<file path="src/rtl/top_serial_pkg.sv">
// top_serial_pkg: shared timing defaults, init FSM encoding, colour bar
// table and the panel configuration ROM for top_serial.
package top_serial_pkg;

    // Default panel timing (pixel clocks per line, lines per frame)
    localparam int DEF_H_ACTIVE = 320;
    localparam int DEF_H_FP     = 20;
    localparam int DEF_H_SYNC_W = 30;
    localparam int DEF_H_BP     = 38;
    localparam int DEF_V_ACTIVE = 240;
    localparam int DEF_V_FP     = 4;
    localparam int DEF_V_SYNC_W = 3;
    localparam int DEF_V_BP     = 15;

    localparam int H_TOTAL = DEF_H_ACTIVE + DEF_H_FP + DEF_H_SYNC_W + DEF_H_BP; // 408
    localparam int V_TOTAL = DEF_V_ACTIVE + DEF_V_FP + DEF_V_SYNC_W + DEF_V_BP; // 262

    // Init FSM state encoding
    typedef logic [2:0] init_state_t;
    localparam init_state_t ST_WAIT  = 3'd0;
    localparam init_state_t ST_LOAD  = 3'd1;
    localparam init_state_t ST_SHIFT = 3'd2;
    localparam init_state_t ST_GAP   = 3'd3;
    localparam init_state_t ST_DONE  = 3'd4;

    // Colour bars, left to right; entry 0 is the leftmost bar
    localparam logic [7:0][7:0] BAR_COLOR = {
        8'h00, 8'hE3, 8'h1F, 8'hFC, 8'h03, 8'h1C, 8'hE0, 8'hFF
    };

    // Panel register writes, sent in index order 0..7
    localparam logic [7:0][15:0] INIT_ROM = {
        16'h0A03, 16'h2008, 16'h1F00, 16'h1E00,
        16'h0D10, 16'h0C40, 16'h0B00, 16'h0A01
    };

    // True when v lies in [lo, lo+w)
    function automatic logic in_window(input int v, input int lo, input int w);
        return (v >= lo) && (v < lo + w);
    endfunction

endpackage

</file>
<file path="src/rtl/top_serial_spi.sv">
// top_serial_spi: 3-wire serial shifter. One 16-bit word per load strobe,
// MSB first. SPDA changes on SPCLK falling, sampled by the panel on rising.
// Frame: SPENB low, half period, 16 fall/rise pairs, half period, SPENB high.
module top_serial_spi #(
    parameter int SPI_DIV = 16
) (
    input  logic        clk_i,
    input  logic        rst_i,
    input  logic        load_i,
    input  logic [15:0] word_i,
    output logic        busy_o,
    output logic        done_o,
    output logic        spda_o,
    output logic        spclk_o,
    output logic        spenb_o
);

    localparam int HALF = SPI_DIV / 2;
    localparam int HW   = (HALF > 1) ? $clog2(HALF) : 1;

    logic [HW-1:0] hc_q;     // cycles within the current half period
    logic [5:0]    ph_q;     // half-period index within the frame, 0..33
    logic [15:0]   sh_q;
    logic          busy_q, done_q, spda_q, spclk_q, spenb_q;
    logic          half_end;

    assign half_end = (hc_q == HW'(HALF - 1));

    // Frame sequencer: even->odd phase is a falling edge (new bit), odd->even
    // a rising edge, and leaving phase 32 releases SPENB.
    always_ff @(posedge clk_i or posedge rst_i) begin
        if (rst_i) begin
            hc_q    <= '0;
            ph_q    <= '0;
            sh_q    <= '0;
            busy_q  <= 1'b0;
            done_q  <= 1'b0;
            spda_q  <= 1'b0;
            spclk_q <= 1'b1;
            spenb_q <= 1'b1;
        end else begin
            done_q <= 1'b0;
            if (!busy_q) begin
                if (load_i) begin
                    busy_q  <= 1'b1;
                    spenb_q <= 1'b0;
                    sh_q    <= word_i;
                    hc_q    <= '0;
                    ph_q    <= '0;
                end
            end else if (half_end) begin
                hc_q <= '0;
                ph_q <= ph_q + 6'd1;
                if (ph_q == 6'd32) begin
                    spenb_q <= 1'b1;
                    busy_q  <= 1'b0;
                    done_q  <= 1'b1;
                end else if (!ph_q[0]) begin
                    spclk_q <= 1'b0;
                    spda_q  <= sh_q[15];
                    sh_q    <= {sh_q[14:0], 1'b0};
                end else begin
                    spclk_q <= 1'b1;
                end
            end else begin
                hc_q <= hc_q + HW'(1);
            end
        end
    end

    assign busy_o  = busy_q;
    assign done_o  = done_q;
    assign spda_o  = spda_q;
    assign spclk_o = spclk_q;
    assign spenb_o = spenb_q;

endmodule

</file>
<file path="src/rtl/top_serial.sv">
// top_serial: small RGB panel driver. After a power-up wait it writes eight
// configuration words over a 3-wire serial link, then runs the video timing.
// Build option: define TOPSERIAL_COLORBAR_EN for an 8-bar test pattern;
// otherwise active pixels show hcnt[7:0].
module top_serial
    import top_serial_pkg::*;
#(
    parameter int CLK_DIV  = 4,
    parameter int SPI_DIV  = 16,
    parameter int PWR_WAIT = 1000,
    parameter int H_ACTIVE = DEF_H_ACTIVE,
    parameter int H_FP     = DEF_H_FP,
    parameter int H_SYNC_W = DEF_H_SYNC_W,
    parameter int H_BP     = DEF_H_BP,
    parameter int V_ACTIVE = DEF_V_ACTIVE,
    parameter int V_FP     = DEF_V_FP,
    parameter int V_SYNC_W = DEF_V_SYNC_W,
    parameter int V_BP     = DEF_V_BP
) (
    input  logic       sys_clk,
    input  logic       sys_rst,
    output logic       CLKIN,
    output logic       H_SYNC,
    output logic       V_SYNC,
    output logic       SPDA,
    output logic       SPCLK,
    output logic       SPENB,
    output logic [7:0] dataLCD,
    output logic       led
);

    localparam int H_TOT = H_ACTIVE + H_FP + H_SYNC_W + H_BP;
    localparam int V_TOT = V_ACTIVE + V_FP + V_SYNC_W + V_BP;
    localparam int HCW   = $clog2(H_TOT);
    localparam int VCW   = $clog2(V_TOT);
    localparam int CW    = $clog2(CLK_DIV);
    localparam int TMAX  = (PWR_WAIT > SPI_DIV) ? PWR_WAIT : SPI_DIV;
    localparam int TW    = $clog2(TMAX + 1);

    // ---------------- pixel clock ----------------
    logic [CW-1:0] div_q;
    logic          clkin_q;
    logic          pix_tick;     // sys_clk edge on which CLKIN falls

    assign pix_tick = (div_q == CW'(CLK_DIV - 1));

    // Divide sys_clk; CLKIN rises mid-period and falls on the wrap
    always_ff @(posedge sys_clk or posedge sys_rst) begin
        if (sys_rst) begin
            div_q   <= '0;
            clkin_q <= 1'b0;
        end else begin
            div_q <= pix_tick ? '0 : div_q + CW'(1);
            if (div_q == CW'(CLK_DIV / 2 - 1)) clkin_q <= 1'b1;
            else if (pix_tick)                  clkin_q <= 1'b0;
        end
    end

    // ---------------- init sequencer ----------------
    init_state_t   st_q, st_d;
    logic [TW-1:0] tcnt_q, tcnt_d;
    logic [2:0]    idx_q, idx_d;
    logic          led_q, led_d;
    logic          spi_load, spi_busy, spi_done;

    // Next-state: power wait, then load/shift/gap for each ROM word
    always_comb begin
        st_d     = st_q;
        tcnt_d   = tcnt_q;
        idx_d    = idx_q;
        led_d    = led_q;
        spi_load = 1'b0;
        case (st_q)
            ST_WAIT: begin
                if (tcnt_q == TW'(PWR_WAIT - 1)) begin
                    tcnt_d = '0;
                    st_d   = ST_LOAD;
                end else begin
                    tcnt_d = tcnt_q + TW'(1);
                end
            end
            ST_LOAD: begin
                // never strobe a shifter that is still mid-frame
                if (!spi_busy) begin
                    spi_load = 1'b1;
                    st_d     = ST_SHIFT;
                end
            end
            ST_SHIFT: if (spi_done) st_d = ST_GAP;
            ST_GAP: begin
                if (tcnt_q == TW'(SPI_DIV - 1)) begin
                    tcnt_d = '0;
                    if (idx_q == 3'd7) begin
                        st_d  = ST_DONE;
                        led_d = 1'b1;
                    end else begin
                        idx_d = idx_q + 3'd1;
                        st_d  = ST_LOAD;
                    end
                end else begin
                    tcnt_d = tcnt_q + TW'(1);
                end
            end
            ST_DONE: ;
            default: st_d = ST_WAIT;
        endcase
    end

    // Init sequencer state registers
    always_ff @(posedge sys_clk or posedge sys_rst) begin
        if (sys_rst) begin
            st_q   <= ST_WAIT;
            tcnt_q <= '0;
            idx_q  <= '0;
            led_q  <= 1'b0;
        end else begin
            st_q   <= st_d;
            tcnt_q <= tcnt_d;
            idx_q  <= idx_d;
            led_q  <= led_d;
        end
    end

    top_serial_spi #(.SPI_DIV(SPI_DIV)) u_spi (
        .clk_i   (sys_clk),
        .rst_i   (sys_rst),
        .load_i  (spi_load),
        .word_i  (INIT_ROM[idx_q]),
        .busy_o  (spi_busy),
        .done_o  (spi_done),
        .spda_o  (SPDA),
        .spclk_o (SPCLK),
        .spenb_o (SPENB)
    );

    // ---------------- video timing ----------------
    logic [HCW-1:0] hcnt_q;
    logic [VCW-1:0] vcnt_q;
    logic           hs_q, vs_q;
    logic [7:0]     data_q, pix_d;
`ifdef TOPSERIAL_COLORBAR_EN
    int             bar;
`endif

    // Pixel value for the current counters; black in blanking
    always_comb begin
        pix_d = 8'h00;
`ifdef TOPSERIAL_COLORBAR_EN
        bar = 0;
`endif
        if (int'(hcnt_q) < H_ACTIVE && int'(vcnt_q) < V_ACTIVE) begin
`ifdef TOPSERIAL_COLORBAR_EN
            bar = int'(hcnt_q) / (H_ACTIVE / 8);
            if (bar > 7) bar = 7;
            pix_d = BAR_COLOR[3'(bar)];
`else
            pix_d = 8'(hcnt_q);
`endif
        end
    end

    // Counters and registered outputs advance on each pixel tick once init is done
    always_ff @(posedge sys_clk or posedge sys_rst) begin
        if (sys_rst) begin
            hcnt_q <= '0;
            vcnt_q <= '0;
            hs_q   <= 1'b1;
            vs_q   <= 1'b1;
            data_q <= 8'h00;
        end else if (pix_tick && st_q == ST_DONE) begin
            hs_q   <= !in_window(int'(hcnt_q), H_ACTIVE + H_FP, H_SYNC_W);
            vs_q   <= !in_window(int'(vcnt_q), V_ACTIVE + V_FP, V_SYNC_W);
            data_q <= pix_d;
            if (hcnt_q == HCW'(H_TOT - 1)) begin
                hcnt_q <= '0;
                vcnt_q <= (vcnt_q == VCW'(V_TOT - 1)) ? '0 : vcnt_q + VCW'(1);
            end else begin
                hcnt_q <= hcnt_q + HCW'(1);
            end
        end
    end

    assign CLKIN   = clkin_q;
    assign H_SYNC  = hs_q;
    assign V_SYNC  = vs_q;
    assign dataLCD = data_q;
    assign led     = led_q;

endmodule

</file>
<file path="config.mk">
export PLATFORM = sky130hd
export DESIGN_NAME = top_serial
export DESIGN_NICKNAME = d
export VERILOG_FILES = /design/src/rtl/top_serial_pkg.sv /design/src/rtl/top_serial_spi.sv /design/src/rtl/top_serial.sv
export SDC_FILE = /design/constraint.sdc
export NUM_CORES = 1
export LEC_CHECK = 0
export ABC_AREA = 1
export BUFFER_PORTS_ARGS = -buffer_cell sky130_fd_sc_hd__buf_2
export CAP_MARGIN = 30
export CORE_AREA = 4 4 89 91
export CTS_BUF_LIST = sky130_fd_sc_hd__clkbuf_4
export DETAILED_ROUTE_END_ITERATION = 8
export DIE_AREA = 0 0 93 95
export PLACE_DENSITY = 0.78
export SETUP_SLACK_MARGIN = 0.4
export SLEW_MARGIN = 40
export SYNTH_ARGS = -nofsm -noshare
export SYNTH_HDL_FRONTEND = slang
export SYNTH_SLANG_ARGS = --single-unit
</file>
<file path="constraint.sdc">
create_clock -name sys_clk -period 2.06 [get_ports sys_clk]
set_input_delay 0.103 -clock sys_clk [delete_from_list [all_inputs] [get_ports sys_clk]]
set_output_delay 0.103 -clock sys_clk [all_outputs]
set_load 0.1 [all_outputs]
</file>
==> results.py, run 1 <==
metrics = {
    "run_status": {
        "status": "finished, final reports clean",
    },
    "worst_setup_path": {
        "end_kind": "flip-flop",
        "r2r-start": "st_q[0]",
        "critPathMaxStageDelay_ns": 0.47,
        "worstPathCellList": "nor2_2 > nand2_2 > nor2_4 > buf_4 > buf_4 > nand3_2 > a21oi_1 > nor2_1",
        "critPathRequiredTime_ns": 2.38,
        "reg2reg_slack_ns": 0.45,
        "worstPathMaxFanout": 6,
        "critical_path.startpoint": "st_q[0]",
        "cp-start-kind": "flip-flop",
        "ff2ff_path_depth": 8,
        "worstPathArrival_ns": 1.93,
        "r2r_end": "hcnt_q[8]",
        "cp_common_cell": "buf_4",
        "crit_cells": 8,
        "critPathBufInv": 2,
        "timing.critical_path.to": "hcnt_q[8]",
        "crit_type": "reg2reg",
        "slowest_stage": "dfrtp_2",
        "crit_family": "simple AND/OR/NAND/NOR gates",
    },
    "synthesis": {
        "synth_cell_types": 40,
        "synth-main-ff-cell": "dfrtp_1",
        "syn_nets": 511,
        "syn_inst": 492,
        "syn-cell-area_mm2": 0.00407,
        "yosys_warnings": 0,
        "synth-edff-count": 0,
        "yosysSeqAreaShare": 0.480,
        "ys_ff_latch": 78,
        "syn_area_per_cell_um2": 8.28,
        "async_reset_ff_frac": 1.00,
    },
    "cells_and_area": {
        "final_nets": 553,
        "area_growth_pct": 14.5,
        "stdcell_count": 638,
        "layout-drive-gt1-share": 0.171,
        "antenna-diode-count": 0,
    },
    "die": {
        "die_h_um": 95,
        "start_util": 0.571,
        "fp.dieArea_mm2": 0.00884,
        "ios": 17,
        "die_x_um": 93,
        "core_area_mm2": 0.00714,
        "rows": 31,
    },
    "pwr": {
        "p_leak_nw": 2.29,
        "clkPwrFrac": 0.422,
        "power_density_mw_per_mm2": 585,
        "peakVddDrop_mv": 0.491,
        "p_sw_frac": 0.200,
        "power_mw": 2.73,
        "power.switching_uw": 546,
        "intPower_mw": 2.18,
        "seq_power_share": 0.561,
        "power_frac_comb": 0.017,
    },
    "global_routing": {
        "overflow": 0,
        "grt_usage": 0.192,
        "grt_max_degree": 34,
        "grt_pass1_wl_um": 13600,
        "grt_pass1_vias": 3093,
        "antenna_found_initial": 0,
    },
    "timing": {
        "finalSetupTns_ns": 0,
        "rsz0062_at_grt": "true",
        "skew_ns": 0.0175,
        "slew_violations": 0,
        "fmax_ghz": 0.620,
        "worst-slew-pin-transition_ns": 0.489,
        "min_period_ns": 1.61,
        "finalSetupViolations": 0,
        "hold_viol_final": 0,
        "finalWorstSetupSlack_ns": 0.447,
        "finalCritPeriodShare": 0.783,
        "relSlewSlack": 0.676,
    },
    "placement": {
        "dpl.cell_count": 603,
        "dp_slack_ns": 0.376,
        "dp_hpwl_um": 5440,
        "gp_congestion": 0.828,
        "port_buffers": 16,
    },
    "routing": {
        "vias": 3342,
        "drtAntennaViolNets": 0,
        "drc": 0,
        "finalWirelength_um": 8060,
        "vias_per_cell": 5.24,
        "drtIter0Drc": 120,
        "wl_per_cell_um": 12.6,
        "dr.pass1.iters": 4,
    },
    "min_path": {
        "min-delay-path-class": "in2async",
    },
    "clock_tree": {
        "cts.sinks": 78,
        "clockBufferDepth": 2,
        "clock_latency_ns": 0.43,
        "cts-htree-levels": 3,
        "clkTransAtPathRegs_ns": 0.13,
        "cts_tree": "built",
        "cts-root-buf": "clkbuf_4",
        "cts_buffers": 9,
    },
    "run": {
        "maxCapViolCount": 0,
    },
}
-- worst min-delay path by stage --
stage	from	end	slack, ns
2_1_floorplan	sys_rst	CLKIN	0.32
6_report	sys_rst	vcnt_q[0]	0.21
5_1_grt	sys_rst	vcnt_q[0]	0.22
4_1_cts	sys_rst	vcnt_q[0]	0.34
3_5_place_dp	sys_rst	dataLCD[3]	0.27
3_3_place_gp	sys_rst	dataLCD[2]	0.27
-- cells in the final DEF, fill, tap and decap left out, types with 2 or more instances in the layout --
cell type / n
buf_12: 2
xor2_1: 5
xnor2_1: 3
o22ai_1: 4
nand3_4: 2
inv_1: 66
dfstp_2: 4
nor2_2: 5
clkinv_2: 2
o21a_1: 2
o21ai_0: 31
nand2_1: 116
buf_6: 2
nand2_2: 4
buf_2: 16
o21ai_1: 15
inv_2: 4
nand3b_1: 2
a21oi_1: 10
ha_1: 16
nor2_1: 44
o21bai_1: 3
nor2_4: 2
nand2_4: 2
dfrtp_2: 3
bufinv_16: 3
clkbuf_4: 11
dfrtp_1: 71
nor3_1: 4
nand4_1: 15
nand3_1: 30
buf_4: 17
nand3_2: 5
a22oi_1: 2
-- power by group through the flow --
| stage | Sequential [mW] | Clock, mW | Combinational, mW |
|---|---|---|---|
| final | 1.53 | 1.15 | 0.0474 |
| after CTS | 1.53 | 1.18 | 0.0436 |
| after detailed placement | 1.56 | 0 | 0.0421 |
| after global placement | 1.56 | 0 | 0.0415 |
| after floorplan | 1.56 | 0 | 0.0226 |
| after global routing | 1.53 | 1.25 | 0.0547 |
-- cells by family (layout without fill, tap and decap cells) --
logic type	Yosys count	after routing	share of synthesized area
XOR/XNOR	8	8	0.0172
AND/OR/NAND/NOR	234	235	0.261
buffers and inverters	81	127	0.0875
AO/OA/AOI/OAI	74	74	0.101
adder cells (fa/ha/maj)	17	17	0.0522
flip-flops	78	78	0.480
-- registers in the layout (all words and copies together) (netlist names), 2 cells and up --
name / cells
u_spi.sh_q: 16
dataLCD: 8
st_q: 3
tcnt_q: 10
u_spi.ph_q: 6
vcnt_q: 9
u_spi.hc_q: 3
hcnt_q: 9
div_q: 2
idx_q: 3
-- per-stage QoR --
stage	hold WS, ns	utilization	area [um2]
after floorplan	0.322	-	4080
after global placement	0.266	0.597	4260
after detailed placement	0.273	0.597	4260
after CTS	0.339	0.626	4470
after global routing	0.220	0.654	4660
final	0.210	0.654	4660
-- cell type report --
type | count | area [um2]
clock inverters | 5 | 100
clock buffers | 11 | 82.6
well taps | 99 | 124
flip-flops and latches | 78 | 1960
multi-input cells | 334 | 1810
repair buffers | 39 | 308
fillers | 624 | 2470
inverters | 72 | 277
-- metal layers --
| metal | vias to the layer above | track usage | wire [um] |
|---|---|---|---|
| li1 | 1676 | - | - |
| met1 | 1590 | 0.245 | 3570 |
| met2 | 60 | 0.320 | 4050 |
| met3 | 16 | 0.0446 | 299 |
| met4 | 0 | 0.0733 | 139 |
| met5 | - | 0 | 0 |
-- tightest hold or removal path, stage by stage --
cell           delay, ns
dlygate4sd3_1       0.53
buf_2               0.13
clkinvlp_4          0.30
-- repair_timing --
| action | in CTS | in global routing |
|---|---|---|
| buffers inserted | 0 | 16 |
| hold buffers | 1 | 0 |
| resized for setup | 2 | 13 |
| cloned | 0 | 1 |
| hold endpoints to repair | 29 | 0 |
| pin swaps | 0 | 10 |
| endpoints found under the setup margin | 6 | 44 |
-- Yosys cell counts (all sizes together) (2+ instances only) --
master	n	share of area
a21oi	10	0.012
a22oi	2	0.0037
buf	8	0.020
dfrtp	74	0.45
dfstp	4	0.026
ha	17	0.052
inv	72	0.067
nand2	122	0.12
nand3	37	0.055
nand3b	2	0.0037
nand4	16	0.026
nor2	51	0.052
nor3	5	0.0061
o21a	2	0.0037
o21ai	46	0.057
o21bai	3	0.0055
o22ai	4	0.0061
xnor2	3	0.0065
xor2	5	0.011
Note: power is estimated with default switching activity, not from simulation.
==> inputs of run 2 (changes only) <==
Clock period 2.06 ns to 1.39 ns, I/O delays scaled along.
==> run 2 against run 1 <==
Compared with the run above:
- the flow now finishes with violations (setup timing)
- routed wire length grew 87%
- setup slack got worse by 0.73 ns
- count of clock-buffer cells in the layout is 1 lower
- final cell count grew 10%
- clock skew hardly changed
- utilization grew 22 points
- critical path type unchanged
- largest power group unchanged
==> results.py, run 2 (synthesis gave the netlist of run 1 again) <==
metrics = {
    "pwr": {
        "power_frac_comb": 0.017,
        "power.switching_uw": 926,
        "power_density_mw_per_mm2": 603,
        "peakVddDrop_mv": 0.516,
        "seq_power_share": 0.604,
        "p_sw_frac": 0.246,
        "clkPwrFrac": 0.379,
        "p_leak_nw": 2.95,
        "intPower_mw": 2.83,
    },
    "clock_tree": {
        "clkTransAtPathRegs_ns": 0.14,
        "cts-htree-levels": 3,
        "cts-root-buf": "clkbuf_4",
        "cts.sinks": 78,
        "cts_buffers": 9,
        "cts_tree": "built",
        "clockBufferDepth": 2,
        "clock_latency_ns": 0.47,
    },
    "run": {
        "maxCapViolCount": 0,
    },
    "cells_and_area": {
        "largestRegisters": "u_spi.sh_q x16, tcnt_q x10",
        "final_nets": 619,
        "largest_register_ffs": 16,
        "layout-drive-gt1-share": 0.469,
        "utilization": 0.874,
        "mostFrequentLayoutCell": "nand2_1",
        "area_growth_pct": 53.0,
        "stdcell_area_mm2": 0.00623,
        "fill_cells": 295,
        "final_cell_mix": "nand2_1, dfrtp_1, buf_4",
        "largest-register": "u_spi.sh_q",
        "antenna-diode-count": 0,
    },
    "worst_setup_path": {
        "critical_path.startpoint": "st_q[0]",
        "worstPathCellList": "nor2_2 > nand2_2 > nor2_4 > buf_12 > buf_12 > inv_12 > nor2_4 > nor2_2 > nor3_1",
        "worstPathArrival_ns": 2.05,
        "end_kind": "flip-flop",
        "cp-start-kind": "flip-flop",
        "critPathBufInv": 3,
        "worstPathMaxFanout": 7,
        "reg2reg_slack_ns": -0.28,
        "r2r_end": "hcnt_q[3]",
        "critPathMaxStageDelay_ns": 0.42,
        "crit_cells": 9,
        "ff2ff_path_depth": 9,
        "crit_type": "reg2reg",
        "crit_family": "simple AND/OR/NAND/NOR gates",
        "r2r-start": "st_q[0]",
        "timing.critical_path.to": "hcnt_q[3]",
        "critPathRequiredTime_ns": 1.77,
        "slowest_stage": "dfrtp_1",
    },
    "placement": {
        "placed_cell_area_mm2": 0.00473,
        "dp_hpwl_um": 5990,
        "dp_slack_ns": -0.0766,
        "port_buffers": 16,
        "gp_congestion": 0.864,
    },
    "die": {
        "core_area_mm2": 0.00714,
        "ios": 17,
        "rows": 31,
        "die_h_um": 95,
        "start_util": 0.571,
        "die_x_um": 93,
        "fp.dieArea_mm2": 0.00884,
    },
    "global_routing": {
        "grtUsageMet2": 0.481,
        "top_usage_layer": "met2",
        "overflow": 0,
        "use_met1": 0.320,
        "grt_max_degree": 31,
        "grt_pass1_wl_um": 18700,
        "grt_usage": 0.273,
        "grtUsageMet3": 0.0566,
        "grt_pass1_vias": 3991,
        "antenna_found_initial": 0,
    },
    "run_status": {
        "status": "finished, violations left",
        "violations": "setup timing",
    },
    "timing": {
        "finalCritPeriodShare": 1.20,
        "rsz0062_at_grt": "true",
        "min_period_ns": 1.67,
        "worst-slew-pin-transition_ns": 0.552,
        "slew_violations": 0,
        "fmax_ghz": 0.599,
        "finalSetupViolations": 65,
        "hold_viol_final": 0,
        "finalWorstSetupSlack_ns": -0.281,
        "hold-worst-slack_ns": 0.205,
        "skew_ns": 0.0175,
        "relSlewSlack": 0.631,
    },
    "routing": {
        "dr.pass1.iters": 6,
        "wl_per_cell_um": 21.4,
        "finalWirelength_um": 15100,
        "drc": 0,
        "drtIter0Drc": 410,
        "drtAntennaViolNets": 0,
        "vias": 4424,
        "vias_per_cell": 6.29,
    },
    "min_path": {
        "min-delay-path-class": "in2async",
    },
}
-- run 2: layer usage --
layer	vias to the layer above	wire length, um
li1	1826	-
met1	2142	5290
met2	338	7570
met3	118	1090
met4	0	1120
met5	-	0
-- run 2: how the worst min path moves through the flow --
| stage | from | cells past startpoint | endpoint |
|---|---|---|---|
| 2_1_floorplan | sys_rst | 1 | dataLCD[0] |
| 3_3_place_gp | sys_rst | 2 | dataLCD[3] |
| 3_5_place_dp | sys_rst | 2 | dataLCD[1] |
| 4_1_cts | sys_rst | 3 | dataLCD[3] |
| 5_1_grt | sys_rst | 3 | dataLCD[3] |
| 6_report | sys_rst | 3 | dataLCD[3] |
-- run 2: final cells by class --
type	instances	area [um2]	area share
Sequential cell	78	1960	0.315
Tap cell	99	124	0.0199
Inverter	72	312	0.0500
Timing Repair inverter	1	11.3	0.00181
Timing Repair Buffer	102	1120	0.180
Multi-Input combinational cell	336	2580	0.413
Clock buffer	10	75.1	0.0120
Clock inverter	5	51.3	0.00823
-- run 2: tightest hold or removal path, delay by kind of cell --
family,cells,cell delay [ns]
buffers and inverters,3,1.04
-- run 2: metrics by stage --
| stage | TNS, ns | power (mW) | instances |
|---|---|---|---|
| after floorplan | 0 | 2.35 | 492 |
| after global placement | -0.204 | 2.37 | 645 |
| after detailed placement | -0.670 | 2.38 | 645 |
| after CTS | -0.601 | 3.69 | 686 |
| after global routing | -14.91 | 3.87 | 703 |
| final | -9.56 | 3.76 | 703 |
-- run 2: what timing repair did --
item | 4_1_cts | 5_1_grt
gates cloned | 6 | 0
hold buffers | 1 | 0
pin swaps | 38 | 37
setup buffers | 19 | 17
gates resized for setup | 158 | 106
endpoints found under the setup margin | 90 | 92
hold endpoints to repair | 19 | 0
-- run 2: power groups by stage --
| stage | Clock, mW | Sequential, mW | Combinational, mW |
|---|---|---|---|
| 2_1_floorplan | 0 | 2.31 | 0.0335 |
| 3_3_place_gp | 0 | 2.31 | 0.0620 |
| 3_5_place_dp | 0 | 2.31 | 0.0634 |
| 4_1_cts | 1.36 | 2.27 | 0.0655 |
| 5_1_grt | 1.52 | 2.27 | 0.0733 |
| 6_report | 1.42 | 2.27 | 0.0639 |
